===== config.mk =====
export PLATFORM = sky130hd
export DESIGN_NAME = e191_driver
export DESIGN_NICKNAME = d
export VERILOG_FILES = /design/src/rtl/e191_pkg.sv /design/src/rtl/e191_tour_rom.sv /design/src/rtl/e191_driver.sv
export SDC_FILE = /design/constraint.sdc
export NUM_CORES = 1
export LEC_CHECK = 0
export BUFFER_PORTS_ARGS = -buffer_cell sky130_fd_sc_hd__buf_2
export CAP_MARGIN = 20
export CORE_MARGIN = 3
export CORE_UTILIZATION = 25
export CTS_CLUSTER_DIAMETER = 50
export DETAILED_ROUTE_END_ITERATION = 10
export PLACE_DENSITY = 0.41
export SLEW_MARGIN = 20
export SYNTH_ARGS = -nofsm -noshare
export SYNTH_HDL_FRONTEND = slang
export SYNTH_SLANG_ARGS = --single-unit

===== constraint.sdc =====
create_clock -name clk -period 4.8 [get_ports clk]
set_input_delay 0.96 -clock clk [delete_from_list [all_inputs] [get_ports clk]]
set_output_delay 0.96 -clock clk [all_outputs]
set_load 0.005 [all_outputs]

===== src/rtl/e191_pkg.sv =====
// Shared constants and helpers for the e191 stimulus driver: state codes,
// tour geometry, the parkable set and the hold vectors that keep e191 in place.
package e191_pkg;

  localparam int TOUR_DEPTH = 13;
  localparam int POS_W      = 4;
  localparam int X_W        = 16;
  localparam int Y_W        = 11;
  localparam int ST_W       = 4;

  typedef logic [ST_W-1:0] state_code_t;

  localparam state_code_t ST_NONE = 4'd0;
  localparam state_code_t ST_S1   = 4'd1;
  localparam state_code_t ST_S2   = 4'd2;
  localparam state_code_t ST_S3   = 4'd3;
  localparam state_code_t ST_S4   = 4'd4;
  localparam state_code_t ST_S5   = 4'd5;
  localparam state_code_t ST_S6   = 4'd6;
  localparam state_code_t ST_S7   = 4'd7;
  localparam state_code_t ST_S8   = 4'd8;
  localparam state_code_t ST_S9   = 4'd9;
  localparam state_code_t ST_S10  = 4'd10;
  localparam state_code_t ST_S11  = 4'd11;

  // Park target used on the way out of reset.
  localparam state_code_t BOOT_PARK = ST_S5;

  typedef enum logic [1:0] {
    CTL_BOOT,
    CTL_WALK,
    CTL_PARK,
    CTL_ERR
  } ctl_state_e;

  // One-hot vector with x(n) set; x(n) lives on bit n-1.
  function automatic logic [X_W-1:0] xb(input int n);
    logic [X_W-1:0] v;
    v        = '0;
    v[n-1]   = 1'b1;
    return v;
  endfunction

  // One-hot vector with y(n) set; y(n) lives on bit n-1.
  function automatic logic [Y_W-1:0] yb(input int n);
    logic [Y_W-1:0] v;
    v        = '0;
    v[n-1]   = 1'b1;
    return v;
  endfunction

  // Only these states have an input vector that self-loops with y=0.
  function automatic logic is_parkable(input state_code_t s);
    return (s == ST_S3) || (s == ST_S5) || (s == ST_S9) || (s == ST_S10);
  endfunction

  // Input vector that keeps e191 sitting in a parkable state.
  function automatic logic [X_W-1:0] hold_vector(input state_code_t s);
    logic [X_W-1:0] v;
    v = '0;
    case (s)
      ST_S3:   v = xb(7) | xb(9);
      ST_S5:   v = xb(12);
      default: v = '0;
    endcase
    return v;
  endfunction

  // Tour position increment with wrap after the last entry.
  function automatic logic [POS_W-1:0] next_pos(input logic [POS_W-1:0] p);
    return (p == POS_W'(TOUR_DEPTH - 1)) ? '0 : p + POS_W'(1);
  endfunction

endpackage


===== src/rtl/e191_tour_rom.sv =====
// Fixed tour through e191's transition table. For each position it returns the
// state e191 is in, the x vector to apply, the Mealy y it should answer with,
// and the state it moves to.
module e191_tour_rom
  import e191_pkg::*;
(
  input  logic [POS_W-1:0] pos_i,
  output state_code_t      state_o,
  output logic [X_W-1:0]   x_o,
  output logic [Y_W-1:0]   y_o,
  output state_code_t      next_o
);

  // Position decode; out-of-range codes read as an empty entry.
  // NOTE: every output gets a default before the case so no path leaves one
  // unassigned, which would otherwise infer a latch.
  always_comb begin
    state_o = ST_NONE;
    x_o     = '0;
    y_o     = '0;
    next_o  = ST_NONE;
    case (pos_i)
      4'd0:  begin state_o = ST_S1;  x_o = xb(9);                 y_o = yb(5);         next_o = ST_S4;  end
      4'd1:  begin state_o = ST_S4;  x_o = xb(1);                 y_o = yb(1);         next_o = ST_S6;  end
      4'd2:  begin state_o = ST_S6;  x_o = '0;                    y_o = yb(2);         next_o = ST_S8;  end
      4'd3:  begin state_o = ST_S8;  x_o = xb(11);                y_o = yb(1);         next_o = ST_S5;  end
      4'd4:  begin state_o = ST_S5;  x_o = '0;                    y_o = yb(4);         next_o = ST_S3;  end
      4'd5:  begin state_o = ST_S3;  x_o = xb(7) | xb(9) | xb(8); y_o = yb(3);         next_o = ST_S7;  end
      4'd6:  begin state_o = ST_S7;  x_o = xb(11) | xb(5);        y_o = yb(1);         next_o = ST_S5;  end
      4'd7:  begin state_o = ST_S5;  x_o = '0;                    y_o = yb(4);         next_o = ST_S3;  end
      4'd8:  begin state_o = ST_S3;  x_o = xb(6) | xb(4) | xb(13); y_o = yb(1) | yb(11); next_o = ST_S10; end
      4'd9:  begin state_o = ST_S10; x_o = xb(15);                y_o = yb(6);         next_o = ST_S11; end
      4'd10: begin state_o = ST_S11; x_o = '0;                    y_o = yb(10);        next_o = ST_S2;  end
      4'd11: begin state_o = ST_S2;  x_o = '0;                    y_o = yb(8);         next_o = ST_S9;  end
      4'd12: begin state_o = ST_S9;  x_o = xb(4);                 y_o = yb(9);         next_o = ST_S1;  end
      default: begin end
    endcase
  end

endmodule


===== src/rtl/e191_driver.sv =====
// Stimulus driver for the e191 Mealy FSM. Walks e191 along a fixed tour to a
// requested parkable state, holds it there, and checks every y response
// against the expected value; any disagreement latches a sticky error.
module e191_driver
  import e191_pkg::*;
(
  input  logic              clk,
  input  logic              rst,
  input  logic              req_valid,
  output logic              req_ready,
  input  logic [ST_W-1:0]   req_state,
  output logic [X_W-1:0]    x_o,
  input  logic [Y_W-1:0]    y_i,
  output logic              parked,
  output logic [ST_W-1:0]   park_state,
  output logic              done,
  output logic              bad_req,
  output logic              err
);

  ctl_state_e        ctl_q, ctl_d;
  logic [POS_W-1:0]  pos_q, pos_d;        // next tour step to apply (or the parked position)
  logic [X_W-1:0]    x_q, x_d;
  logic [Y_W-1:0]    exp_y_q, exp_y_d;    // y expected for the vector currently on x_o
  logic              chk_q, chk_d;        // a valid y capture is pending comparison
  state_code_t       shadow_q, shadow_d;  // state e191 reaches after the driven step
  state_code_t       target_q, target_d;
  logic              done_q, done_d;
  logic              bad_req_q, bad_req_d;
  logic [Y_W-1:0]    y_cap_q;

  state_code_t       rom_state;
  logic [X_W-1:0]    rom_x;
  logic [Y_W-1:0]    rom_y;
  state_code_t       rom_next;

  state_code_t       walk_target;
  logic              y_mismatch;
  logic              enter_err;

  e191_tour_rom u_rom (
    .pos_i   (pos_q),
    .state_o (rom_state),
    .x_o     (rom_x),
    .y_o     (rom_y),
    .next_o  (rom_next)
  );

  // Capture e191's Mealy response on the same falling edge that it transitions,
  // so the sample reflects the vector applied during the preceding high phase.
  always_ff @(negedge clk or posedge rst) begin
    if (rst) y_cap_q <= '0;
    else     y_cap_q <= y_i;
  end

  // State, position and output registers.
  // NOTE: sequential state uses non-blocking assignments so every register
  // samples pre-edge values regardless of evaluation order.
  always_ff @(posedge clk or posedge rst) begin
    if (rst) begin
      ctl_q     <= CTL_BOOT;
      pos_q     <= '0;
      x_q       <= '0;
      exp_y_q   <= '0;
      chk_q     <= 1'b0;
      shadow_q  <= ST_S1;
      target_q  <= BOOT_PARK;
      done_q    <= 1'b0;
      bad_req_q <= 1'b0;
    end else begin
      ctl_q     <= ctl_d;
      pos_q     <= pos_d;
      x_q       <= x_d;
      exp_y_q   <= exp_y_d;
      chk_q     <= chk_d;
      shadow_q  <= shadow_d;
      target_q  <= target_d;
      done_q    <= done_d;
      bad_req_q <= bad_req_d;
    end
  end

  assign walk_target = (ctl_q == CTL_BOOT) ? BOOT_PARK : target_q;
  assign y_mismatch  = chk_q && (y_cap_q != exp_y_q);

  // Next-state: check the last step, then either apply the next tour vector,
  // park with the hold vector, or service a request while parked.
  always_comb begin
    ctl_d     = ctl_q;
    pos_d     = pos_q;
    x_d       = x_q;
    exp_y_d   = exp_y_q;
    chk_d     = chk_q;
    shadow_d  = shadow_q;
    target_d  = target_q;
    done_d    = 1'b0;
    bad_req_d = 1'b0;
    enter_err = 1'b0;

    unique case (ctl_q)
      CTL_BOOT, CTL_WALK: begin
        if (y_mismatch) begin
          enter_err = 1'b1;
        end else if (chk_q && (shadow_q == walk_target)) begin
          ctl_d   = CTL_PARK;
          x_d     = hold_vector(walk_target);
          exp_y_d = '0;
          done_d  = (ctl_q == CTL_WALK);
        end else begin
          x_d      = rom_x;
          exp_y_d  = rom_y;
          shadow_d = rom_next;
          pos_d    = next_pos(pos_q);
          chk_d    = 1'b1;
        end
      end

      CTL_PARK: begin
        if (y_mismatch) begin
          enter_err = 1'b1;
        end else if (req_valid) begin
          if (!is_parkable(req_state)) begin
            bad_req_d = 1'b1;
          end else if (req_state == rom_state) begin
            done_d = 1'b1;
          end else begin
            // The first step of the walk leaves on the accepting edge.
            ctl_d    = CTL_WALK;
            target_d = req_state;
            x_d      = rom_x;
            exp_y_d  = rom_y;
            shadow_d = rom_next;
            pos_d    = next_pos(pos_q);
          end
        end
      end

      CTL_ERR: begin
      end

      default: begin
        enter_err = 1'b1;
      end
    endcase

    if (enter_err) begin
      ctl_d     = CTL_ERR;
      x_d       = '0;
      exp_y_d   = '0;
      chk_d     = 1'b0;
      done_d    = 1'b0;
      bad_req_d = 1'b0;
    end
  end

  assign x_o        = x_q;
  assign req_ready  = (ctl_q == CTL_PARK);
  assign parked     = (ctl_q == CTL_PARK);
  assign park_state = (ctl_q == CTL_PARK) ? rom_state : ST_NONE;
  assign done       = done_q;
  assign bad_req    = bad_req_q;
  assign err        = (ctl_q == CTL_ERR);

endmodule


Word level (Yosys, flattened, before mapping)
Cells that the tools add are included.

word-level totals
  flip-flop bits (word level) = 55
  logic and storage cells = 137

cells by class
  $add $sub $neg = 1
  equality and inequality tests = 38
  multiplexer cells = 65
  bitwise operators = 2
  reduce and logical (&&, ||, !) cells = 21

operators by type and width
  cell                number
  $pmux 15 s8         1
  $mux 16             7
  $pmux 11 s10        1
  $pmux 4 s11         2
  $mux 11             7
  $mux 4              15
  $pmux 16 s2         1
  $eq 4x4->1 const B  7
  $eq 4x3->1 const B  6
  $pmux 12 s2         1
  $pmux 11 s2         1
  $mux 1              18
  $eq 4x2->1 const B  4
  $pmux 4 s2          2
  $mux 2              7
  $reduce_and 7->1    2
  $ne 2x2->1 const B  6
  $ne 11x11->1        1
  $ne 3x3->1 const B  3
  $eq 4x4->1          2
  $reduce_or 2->1     4
  $ne 3x2->1 const B  2
  $reduce_and 6->1    1
  $reduce_or 3->1     2
  17 further kinds    24

Depth between registers and ports, before layout
Gate-level depths: netlist of run 1.

  word-level depth = 10
  gate-level depth with buffers = 12

By module
From an unflattened synthesis of run 1, not the netlist that was laid out.

unflattened totals
  cell total of the unflattened synthesis = 293
  area, all modules = 3,160.5 um^2

modules (own cells, without submodules)
  module         times used  cells each  area an instance (um^2)
  e191_driver    1           226         2,762.6
  e191_tour_rom  1           67          397.9

==> out/metrics.yaml, run 1 <==
outcome:
  outcome: "complete, no violations"
final_layout:
  multi_input_area_mm2: 0.00125
  ff_latch_area_mm2: 0.00120
  syn2layout_area_growth_pct: 15.5
  nFillCells: 1059
  drive_gt1_share_pct: 25.7
  fin_nets: 309
  antenna_cells: 0
power:
  p_switching_uw: 166
  ir_drop_v: 0.000113
  p_per_area_mw_per_mm2: 240
  p_int_uw: 554
  pwr-share-comb_pct: 4.1
  clockPowerShare_pct: 38.7
  p_leak_uw: 0.00133
  switching_share_pct: 23.1
  power_frac_seq_pct: 57.2
cts:
  clkSinkCount: 48
  cts_made_buffers: 5
  cts_hold_buffers: 0
  cts-root-buf: "clkbuf_8"
  cts_tree: "yes"
  clock_path_buffers: 2
  worstSkewPairLatency_ns: 0.31
  clkTransAtPathRegs_ns: 0.09
  cts-htree-levels: 2
  cts_setup_buffers: 0
timing:
  clock_skew_ns: 0.00974
  relSlewSlack_pct: 55.7
  finalSetupTns_ns: 0
  slew_viol_final: 0
  layout_setup_ws_ns: 0.0640
  rsz0062_at_grt: "false"
  setup_viol: 0
  tightest_slew_ns: 0.664
  hold_viol: 0
critical_path:
  cp.required_ns: 5.04
  cp-start-kind: "register"
  crit_path_top_delay_cell: "or4_1"
  end_kind: "register"
  r2r_slack_ns: 0.06
  critPathKind: "register to register"
  path_cells: "xor2_1, or4_1, o311a_1, o2bb2ai_2, buf_4, and3_1, a22o_1"
  r2r_start: "y_cap_q[9]$_DFF_NP0_"
  r2r-end: "exp_y_q[7]$_DFFE_PP0P_"
  cp-startpoint: "y_cap_q[9]$_DFF_NP0_"
  slowest_delay_ns: 0.56
  worst_ep_arrival_time_ns: 4.98
  path_depth: 7
  rr_worst_depth: 7
  endpoint: "exp_y_q[7]$_DFFE_PP0P_"
  crit_fanout: 7
  crit_buf_inv: 1
  cp_top_family: "simple AND/OR/NAND/NOR gates"
yosys:
  synth_ff_type: "dfrtp_1"
  synth_area_leader_cell: "dfrtp_1"
  synth_seq_area_share_pct: 46.3
  synth_most_common_cell: "dfrtp_1"
  synth_seq_cells: 48
  synth_area_leaders: "dfrtp_1 (33%), dfrtn_1 (11%), mux2_2 (3.5%)"
  synth-edff-count: 0
  postSynthCellCount: 257
  ys_warn_count: 0
  yosysTopAreaCellShare_pct: 32.7
  yosysUniqueCellTypes: 61
  async_reset_ff_share_pct: 100
  syn_avg_cell_area_um2: 10.1
  synth_area_mm2: 0.00260
  yosys-top-cells-count: "dfrtp_1 (34), nand2_1 (22), nor2_1 (16), inv_1 (14)"
grt:
  grt_max_degree: 29
  grtUsageTotal_pct: 11.9
  grt_pass1_wl_um: 11000
  antenna_found_initial: 0
  overflow: 0
  grt_pass1_vias: 2029
placement:
  dp_slack_ns: 0.0665
  gp_congestion: 0.756
  port_buffers: 37
  dp_hpwl_um: 4770
worst_hold_path:
  hold_path_class: "register to register"
floorplan:
  rows: 36
  die-area_mm2: 0.0117
  io_pins: 43
  initial_core_util_pct: 26.1
  die_w_um: 108
  die_h_um: 108
  core_area_mm2: 0.00995
drt:
  firstDrtPassIters: 4
  postRouteAntennaNets: 0
  wirelength_um: 6530
  vias_per_cell: 4.67
  detail_route.drc_violations: 0
  wl_per_cell_um: 15.5
  dr.first_iter.drc_count: 82
  num_vias: 1968
job:
  cap_viol_max_count: 0
-- power groups by stage --
stage / Clock [uW] / Sequential (uW) / Combinational [uW]
final: 279 / 412 / 29.4
after global routing: 305 / 413 / 33.8
after CTS: 290 / 412 / 30.9
after detailed placement: 0 / 420 / 30.8
after global placement: 0 / 420 / 30.1
after floorplan: 0 / 419 / 18.9
-- state kept, by name (all words and copies together) (netlist names) --
name      flops
bad_req       1
chk_q         1
shadow_q      4
exp_y_q      10
y_cap_q      11
target_q      4
pos_q         4
done          1
x_o          10
ctl_q         2
-- worst min-delay path by stage --
stage	from	end	slack (ns)	cells after the start
after CTS	x_o[11]$_DFFE_PP0P_	x_o[11]$_DFFE_PP0P_	0.50	1
after global routing	x_o[6]$_DFFE_PP0P_	x_o[6]$_DFFE_PP0P_	0.53	1
after global placement	x_o[11]$_DFFE_PP0P_	x_o[11]$_DFFE_PP0P_	0.47	1
after detailed placement	x_o[11]$_DFFE_PP0P_	x_o[11]$_DFFE_PP0P_	0.48	1
after floorplan	shadow_q[0]$_DFFE_PP1P_	shadow_q[0]$_DFFE_PP1P_	0.45	2
final	x_o[6]$_DFFE_PP0P_	x_o[6]$_DFFE_PP0P_	0.49	1
-- through the flow --
stage / instances / total power [uW] / hold slack, ns / util (%) / instance area, um2
floorplan: 261 / 438 / 0.454 / - / 2620
global placement: 413 / 450 / 0.470 / 29.0 / 2880
detailed placement: 413 / 451 / 0.476 / 29.0 / 2880
CTS: 421 / 733 / 0.499 / 30.0 / 2990
global route: 421 / 752 / 0.528 / 30.2 / 3010
finish: 421 / 720 / 0.492 / 30.2 / 3010
-- kinds of logic after synthesis --
group / count (synthesis) / share of synthesized area [%]
flops: 48 / 46.3
other cells: 1 / 0.144
xor+xnor: 15 / 5.05
fa+ha+maj: 4 / 1.92
mux: 12 / 5.39
compound gates: 57 / 16.7
simple gates: 84 / 17.6
buf+inv: 36 / 6.88
-- worst reg2reg max path: cells and delay by family, from the launching register on --
kind	cells	cell delay [ns]
compound gates	3	0.73
buf+inv	1	0.16
flops	1	0.34
xor+xnor	1	0.13
simple gates	2	0.90
-- layout by cell type, fill, tap and decap left out, types with 4 or more instances in the layout --
| master | n |
|---|---|
| xnor2_1 | 8 |
| a21oi_1 | 8 |
| buf_2 | 37 |
| nand3_1 | 6 |
| ha_1 | 4 |
| dfrtp_1 | 34 |
| clkbuf_8 | 5 |
| nor2_1 | 16 |
| o31ai_1 | 4 |
| dfrtn_1 | 11 |
| o21ai_0 | 11 |
| nand4_1 | 5 |
| conb_1 | 5 |
| nand2_1 | 22 |
| a22o_1 | 8 |
| inv_1 | 13 |
| xor2_1 | 7 |
| nor3_1 | 5 |
| mux2_2 | 8 |
| nor2b_1 | 7 |
-- repair_timing --
action	in CTS	in global routing
hold endpoints to repair	0	0
resized for setup	0	3
endpoints found under the setup margin	0	5
-- layout make-up --
type                    instances  share of cell area [%]
multi-input cells             177                    41.5
flip-flops and latches         48                    40.1
repair buffers                 41                    7.58
well taps                     133                    5.54
clock buffers                   6                    3.12
inverters                      14                    1.75
clock inverters                 2                   0.416
-- layer usage --
metal / global-route usage [%] / part of all wire, % / vias to the layer above
li1: - / - / 958
met1: 16.8 / 49 / 968
met2: 19.0 / 46 / 35
met3: 2.15 / 3.1 / 7
met4: 3.07 / 1.6 / 0
met5: 0 / 0 / -
No activity file was read; power rests on OpenSTA's default activity.
==> run 2, diff against run 1 <==
- CTS_CLUSTER_DIAMETER: 50 -> 80
- clock period: 4.8 -> 5.1 ns (I/O delays scaled with it)
==> run 2 against run 1 <==
  * Combinational power decreased by 3%
  * Die area unchanged
  * Cell count increased by 0.71%
  * First-iteration DRC count increased by 63%
  * Setup slack improved by 0.13 ns
  * Clock-buffer cell count unchanged
  * Critical path type unchanged
  * Critical endpoint is now x_o[11]$_DFFE_PP0P_
  * Largest cell class unchanged
==> out/metrics.yaml, run 2 (synthesized netlist as in run 1, its figures left out) <==
final_layout:
  drive_gt1_share_pct: 26.1  # was 25.7%
  largest-register: "y_cap_q"  # unchanged
  design_area_mm2: 0.00300  # was 0.00301 mm2
  antenna_cells: 0  # unchanged
  syn2layout_area_growth_pct: 15.4  # was 15.5%
  largest_reg_flops: 11  # unchanged
  nFillCells: 1060  # was 1059
  layout_common_cells: "buf_2 (37), dfrtp_1 (34), nand2_1 (22)"  # unchanged
  fin_nets: 312  # was 309
  final_common_cell: "buf_2"  # unchanged
timing:
  relSlewSlack_pct: 53.1  # was 55.7%
  tightest_slew_ns: 0.703  # was 0.664 ns
  layout_setup_ws_ns: 0.191  # was 0.0640 ns
  setup_viol: 0  # unchanged
  rsz0062_at_grt: "false"  # unchanged
  slew_viol_final: 0  # unchanged
  timing.hold.ws_ns: 0.481  # was 0.492 ns
  finalSetupTns_ns: 0  # unchanged
  hold_viol: 0  # unchanged
  clock_skew_ns: 0.00939  # was 0.00974 ns
critical_path:
  r2r_slack_ns: 0.19  # was 0.06 ns
  end_kind: "register"  # unchanged
  cp.required_ns: 5.35  # was 5.04 ns
  rr_worst_depth: 8  # was 7
  critPathKind: "register to register"  # unchanged
  crit_fanout: 8  # was 7
  worst_ep_arrival_time_ns: 5.16  # was 4.98 ns
  r2r_start: "y_cap_q[9]$_DFF_NP0_"  # unchanged
  cp-start-kind: "register"  # unchanged
  r2r-end: "x_o[11]$_DFFE_PP0P_"  # was exp_y_q[7]$_DFFE_PP0P_
worst_hold_path:
  holdPathStages: 1  # unchanged
  min_to: "x_o[11]$_DFFE_PP0P_"  # was x_o[6]$_DFFE_PP0P_
  hold_path_class: "register to register"  # unchanged
  hold_start: "x_o[11]$_DFFE_PP0P_"  # was x_o[6]$_DFFE_PP0P_
placement:
  dp_slack_ns: 0.0632  # was 0.0665 ns
  dp_hpwl_um: 4840  # was 4770 um
  gp_congestion: 0.744  # was 0.756
  port_buffers: 37  # unchanged
  postPlaceCellArea_mm2: 0.00289  # was 0.00288 mm2
drt:
  wl_per_cell_um: 15.5  # about the same
  wl_met2_um: 3110  # was 3020 um
  wl_met1_um: 3180  # was 3200 um
  dr.first_iter.drc_count: 134  # was 82
  wirelength_um: 6560  # was 6530 um
  dr.max_layer_used: "met4"  # unchanged
  postRouteAntennaNets: 0  # unchanged
  detail_route.drc_violations: 0  # unchanged
  firstDrtPassIters: 4  # unchanged
  vias_per_cell: 4.66  # was 4.67
  wl_met3_um: 219  # was 202 um
  num_vias: 1975  # was 1968
cts:
  cts_tree: "yes"  # unchanged
  clkSinkCount: 48  # unchanged
  cts-htree-levels: 2  # unchanged
  cts_setup_buffers: 0  # unchanged
  cts-root-buf: "clkbuf_8"  # unchanged
  cts_hold_buffers: 0  # unchanged
  cts_made_buffers: 5  # unchanged
  worstSkewPairLatency_ns: 0.30  # was 0.31 ns
  clkTransAtPathRegs_ns: 0.09  # about the same
  clock_path_buffers: 2  # unchanged
grt:
  grtUsageTotal_pct: 11.9  # about the same
  grt_pass1_wl_um: 10800  # was 11000 um
  grt_max_degree: 24  # was 29
  grt_pass1_vias: 2009  # was 2029
  overflow: 0  # unchanged
  antenna_found_initial: 0  # unchanged
floorplan:
  initial_core_util_pct: 26.1  # unchanged
  die-area_mm2: 0.0117  # unchanged
  die_h_um: 108  # unchanged
  die_w_um: 108  # unchanged
  core_area_mm2: 0.00995  # unchanged
  rows: 36  # unchanged
  io_pins: 43  # unchanged
power:
  p_per_area_mw_per_mm2: 231  # was 240 mW/mm2
  p_total_uw: 694  # was 720 uW
  p_leak_uw: 0.00134  # was 0.00133 uW
  ir_drop_v: 0.0000931  # was 0.000113 V
outcome:
  outcome: "complete, no violations"  # unchanged
job:
  cap_viol_max_count: 0  # unchanged
==> run 2: power by group <==
group / switching, uW / internal (uW) / leakage [uW]
Clock: 132 / 146 / 0.0000552
Sequential: 1.97 / 386 / 0.000603
Combinational: 18.0 / 10.6 / 0.000686
==> run 2: cell type report <==
cell class	instances	area [um2]	share of cell area, %
flip-flops and latches	48	1200	40.1
well taps	133	166	5.54
inverters	14	52.6	1.75
clock inverters	2	35.0	1.17
repair buffers	44	238	7.92
clock buffers	6	72.6	2.42
multi-input cells	177	1230	41.1
==> run 2: worst max-delay path: stages (launching register included) <==
cell and delay (ns):
dfrtn_1 0.34, xor2_1 0.14, or4_1 0.57, o31ai_2 0.19, buf_4 0.20, nor2_1 0.05
a2111oi_1 0.55, buf_4 0.20, a21o_1 0.07
==> run 2: metrics by stage <==
stage / std cells / utilization, %
finish: 424 / 30.2
floorplan: 261 / -
CTS: 424 / 30.2
detailed placement: 416 / 29.1
global route: 424 / 30.2
global placement: 416 / 29.1
==> run 2: what timing repair did <==
item,4_1_cts,5_1_grt
hold endpoints to repair,0,0
gates resized for setup,0,1
setup endpoints to repair,0,1
==> run 2: per-layer routing <==
layer | vias up | global-route usage (%)
met5 | - | 0
met4 | 0 | 2.16
met3 | 6 | 2.27
met2 | 39 | 19.1
met1 | 974 | 16.8
li1 | 956 | -
==> run 2: how the worst max path moves through the flow <==
stage	startpoint	end	slack, ns	cells past startpoint
6_report	y_cap_q[9]$_DFF_NP0_	x_o[11]$_DFFE_PP0P_	0.19	8
2_1_floorplan	y_cap_q[9]$_DFF_NP0_	shadow_q[1]$_DFFE_PP0P_	0.20	7
3_3_place_gp	y_cap_q[9]$_DFF_NP0_	x_o[11]$_DFFE_PP0P_	0.13	8
5_1_grt	y_cap_q[9]$_DFF_NP0_	x_o[11]$_DFFE_PP0P_	0.06	8
3_5_place_dp	y_cap_q[9]$_DFF_NP0_	x_o[11]$_DFFE_PP0P_	0.06	8
4_1_cts	y_cap_q[9]$_DFF_NP0_	x_o[11]$_DFFE_PP0P_	0.03	8
==> run 3, diff against run 2 <==
- PLACE_DENSITY: 0.41 -> 0.4
- SYNTH_HIERARCHICAL: default -> 1
==> run 3 against run 2 <==
  * Core utilization is 0.44 points lower
  * Clock skew is 0.020 ns higher
  * Worst hold slack better by 0.021 ns
  * Critical path depth is 2 lower
  * Sequential cell count is 7 higher
  * Non-clock buffer count is 3 higher
  * Register-to-register slack better by 0.35 ns
  * Sequential power is 16% higher
  * Via count is 11% higher
  * Area after synthesis is 22% higher
  * Final area is 20% higher
  * Critical endpoint is now target_q[1]$_DFFE_PP0P_
  * Largest power group unchanged
  * Highest routed layer unchanged
==> out/metrics.yaml, run 3 <==
cts:
  clkSinkCount: 55  # was 48
  cts_hold_buffers: 0  # unchanged
  cts_resized: 0  # unchanged
  cts-root-buf: "clkbuf_16"  # was clkbuf_8
  worstSkewPairLatency_ns: 0.31  # was 0.30 ns
  cts_setup_buffers: 0  # unchanged
  clkTransAtPathRegs_ns: 0.07  # was 0.09 ns
  cts_tree: "yes"  # unchanged
  clock_path_buffers: 2  # unchanged
  cts-htree-levels: 2  # unchanged
  cts_made_buffers: 5  # unchanged
yosys:
  yosys-top-cells-count: "dfrtp_1 (41), nor2_1 (35), a22oi_2 (20), buf_4 (14)"  # was dfrtp_1 (34), nand2_1 (22), nor2_1 (16), inv_1 (14)
  synth-edff-count: 0  # unchanged
  synth_area_mm2: 0.00316  # was 0.00260 mm2
  yosysUniqueCellTypes: 67  # was 61
  syn_avg_cell_area_um2: 10.8  # was 10.1 um2
  yosysTopAreaCellShare_pct: 32.5  # was 32.7%
  synth_ff_type: "dfrtp_1"  # unchanged
  synth_most_common_cell: "dfrtp_1"  # unchanged
  synth_seq_area_share_pct: 43.7  # was 46.3%
  ys_warn_count: 6  # was 0
  postSynthCellCount: 293  # was 257
  synth_area_leader_cell: "dfrtp_1"  # unchanged
  async_reset_ff_share_pct: 100  # unchanged
  synth_seq_cells: 55  # was 48
  synth_area_leaders: "dfrtp_1 (32%), dfrtn_1 (8.7%), a22oi_2 (7.9%)"  # was dfrtp_1 (33%), dfrtn_1 (11%), mux2_2 (3.5%)
timing:
  layout_setup_ws_ns: 0.539  # was 0.191 ns
  relSlewSlack_pct: 33.3  # was 53.1%
  rsz0062_at_grt: "false"  # unchanged
  setup_viol: 0  # unchanged
  hold_viol: 0  # unchanged
  slew_viol_final: 0  # unchanged
  finalSetupTns_ns: 0  # unchanged
  tightest_slew_ns: 0.998  # was 0.703 ns
  clock_skew_ns: 0.0293  # was 0.00939 ns
final_layout:
  fin_cells: 493  # was 424
  finish.utilization_pct: 29.7  # was 30.2%
  largest_reg_flops: 16  # was 11
  syn2layout_area_growth_pct: 14.4  # was 15.4%
  drive_gt1_share_pct: 34.5  # was 26.1%
  final_common_cell: "buf_2"  # unchanged
  fin_nets: 344  # was 312
  antenna_cells: 0  # unchanged
  layout_common_cells: "buf_2 (42), dfrtp_1 (41), nor2_1 (34)"  # was buf_2 (37), dfrtp_1 (34), nand2_1 (22)
placement:
  dp_slack_ns: 0.521  # was 0.0632 ns
  gp_congestion: 0.732  # was 0.744
  port_buffers: 42  # was 37
  placed_cells: 485  # was 416
  dp_hpwl_um: 5240  # was 4840 um
drt:
  dr.first_iter.drc_count: 84  # was 134
  vias_per_cell: 4.43  # was 4.66
  wirelength_um: 7310  # was 6560 um
  num_vias: 2186  # was 1975
  firstDrtPassIters: 4  # unchanged
  detail_route.drc_violations: 0  # unchanged
  wl_per_cell_um: 14.8  # was 15.5 um
  postRouteAntennaNets: 0  # unchanged
grt:
  grt_pass1_wl_um: 11900  # was 10800 um
  antenna_found_initial: 0  # unchanged
  grt_max_degree: 27  # was 24
  overflow: 0  # unchanged
  grtUsageTotal_pct: 10.5  # was 11.9%
  grt_pass1_vias: 2151  # was 2009
floorplan:
  die_h_um: 118  # was 108 um
  rows: 40  # was 36
  io_pins: 43  # unchanged
  core_area_mm2: 0.0122  # was 0.00995 mm2
  die_w_um: 118  # was 108 um
  initial_core_util_pct: 26.0  # was 26.1%
  die-area_mm2: 0.0140  # was 0.0117 mm2
critical_path:
  cp.required_ns: 5.27  # was 5.35 ns
  cp-start-kind: "register"  # unchanged
  critPathKind: "register to register"  # unchanged
  crit_fanout: 6  # was 8
  end_kind: "register"  # unchanged
  cp-startpoint: "y_cap_q[3]$_DFF_NP0_"  # was y_cap_q[9]$_DFF_NP0_
  r2r_start: "y_cap_q[3]$_DFF_NP0_"  # was y_cap_q[9]$_DFF_NP0_
  worst_ep_arrival_time_ns: 4.73  # was 5.16 ns
power:
  p_leak_uw: 0.00162  # was 0.00134 uW
  p_total_uw: 876  # was 694 uW
  ir_drop_v: 0.000117  # was 0.0000931 V
  p_per_area_mw_per_mm2: 242  # was 231 mW/mm2
job:
  cap_viol_max_count: 0  # unchanged
worst_hold_path:
  hold_path_class: "register to register"  # unchanged
  hold_start: "x_o[8]$_DFFE_PP0P_"  # was x_o[11]$_DFFE_PP0P_
outcome:
  outcome: "complete, no violations"  # unchanged
[run 3: metal layers]
metal | wire (um) | GRT usage (%)
met1 | 3610 | 15.1
met2 | 3290 | 16.4
met3 | 333 | 2.11
met4 | 72 | 2.39
met5 | 0 | 0
[run 3: worst paths after layout]
path | slack (ns) | depth (start not counted) | end
min | 0.50 | 1 | x_o[8]$_DFFE_PP0P_
min in group asynchronous | 0.73 | 2 | exp_y_q[7]$_DFFE_PP0P_
max | 0.54 | 6 | target_q[1]$_DFFE_PP0P_
max in group asynchronous | 1.62 | 2 | y_cap_q[3]$_DFF_NP0_
min reg2reg | 0.50 | 1 | x_o[8]$_DFFE_PP0P_
max reg2reg | 0.54 | 6 | target_q[1]$_DFFE_PP0P_
[run 3: logic make-up (layout without fill, tap and decap cells)]
| kind of cell | Yosys count | after routing | synth area share (%) |
|---|---|---|---|
| adder cells (fa/ha/maj) | 2 | 2 | 0.792 |
| flip-flops | 55 | 55 | 43.7 |
| other | 1 | 7 | 0.119 |
| multiplexers | 11 | 11 | 4.32 |
| buffers and inverters | 38 | 64 | 7.13 |
| AND/OR/NAND/NOR | 98 | 98 | 16.6 |
| AO/OA/AOI/OAI | 68 | 68 | 21.8 |
| XOR/XNOR | 20 | 20 | 5.54 |
[run 3: report_power, final]
group | internal, uW | leakage [uW] | total, uW | switching, uW
registers | 445 | 0.000707 | 450 | 4.93
clock network | 233 | 0.0000781 | 382 | 150
logic | 18.4 | 0.000839 | 43.8 | 25.4
total | 696 | 0.00162 | 876 | 180
[run 3: metrics by stage]
| step | instance area [um2] | hold slack [ns] |
|---|---|---|
| 3_5_place_dp | 3450 | 0.491 |
| 5_1_grt | 3610 | 0.520 |
| 3_3_place_gp | 3450 | 0.493 |
| 6_report | 3610 | 0.502 |
| 4_1_cts | 3610 | 0.512 |
| 2_1_floorplan | 3180 | 0.479 |
[run 3: final cells by class]
type | instances | area, um2
clock inverter | 1 | 30.0
clock buffer | 7 | 133
fill | 1289 | 8550
sequential | 55 | 1380
tap | 168 | 210
multi-input combinational | 206 | 1580
timing repair buffer | 47 | 248
inverter | 9 | 33.8
[run 3: worst max-delay path, stage by stage, from the launching register on]
cell	delay [ns]
dfrtn_1	0.40
xnor2_1	0.11
nand3_1	0.16
o31ai_4	0.50
nand2_1	0.15
nor2_2	0.21
mux2_2	0.35
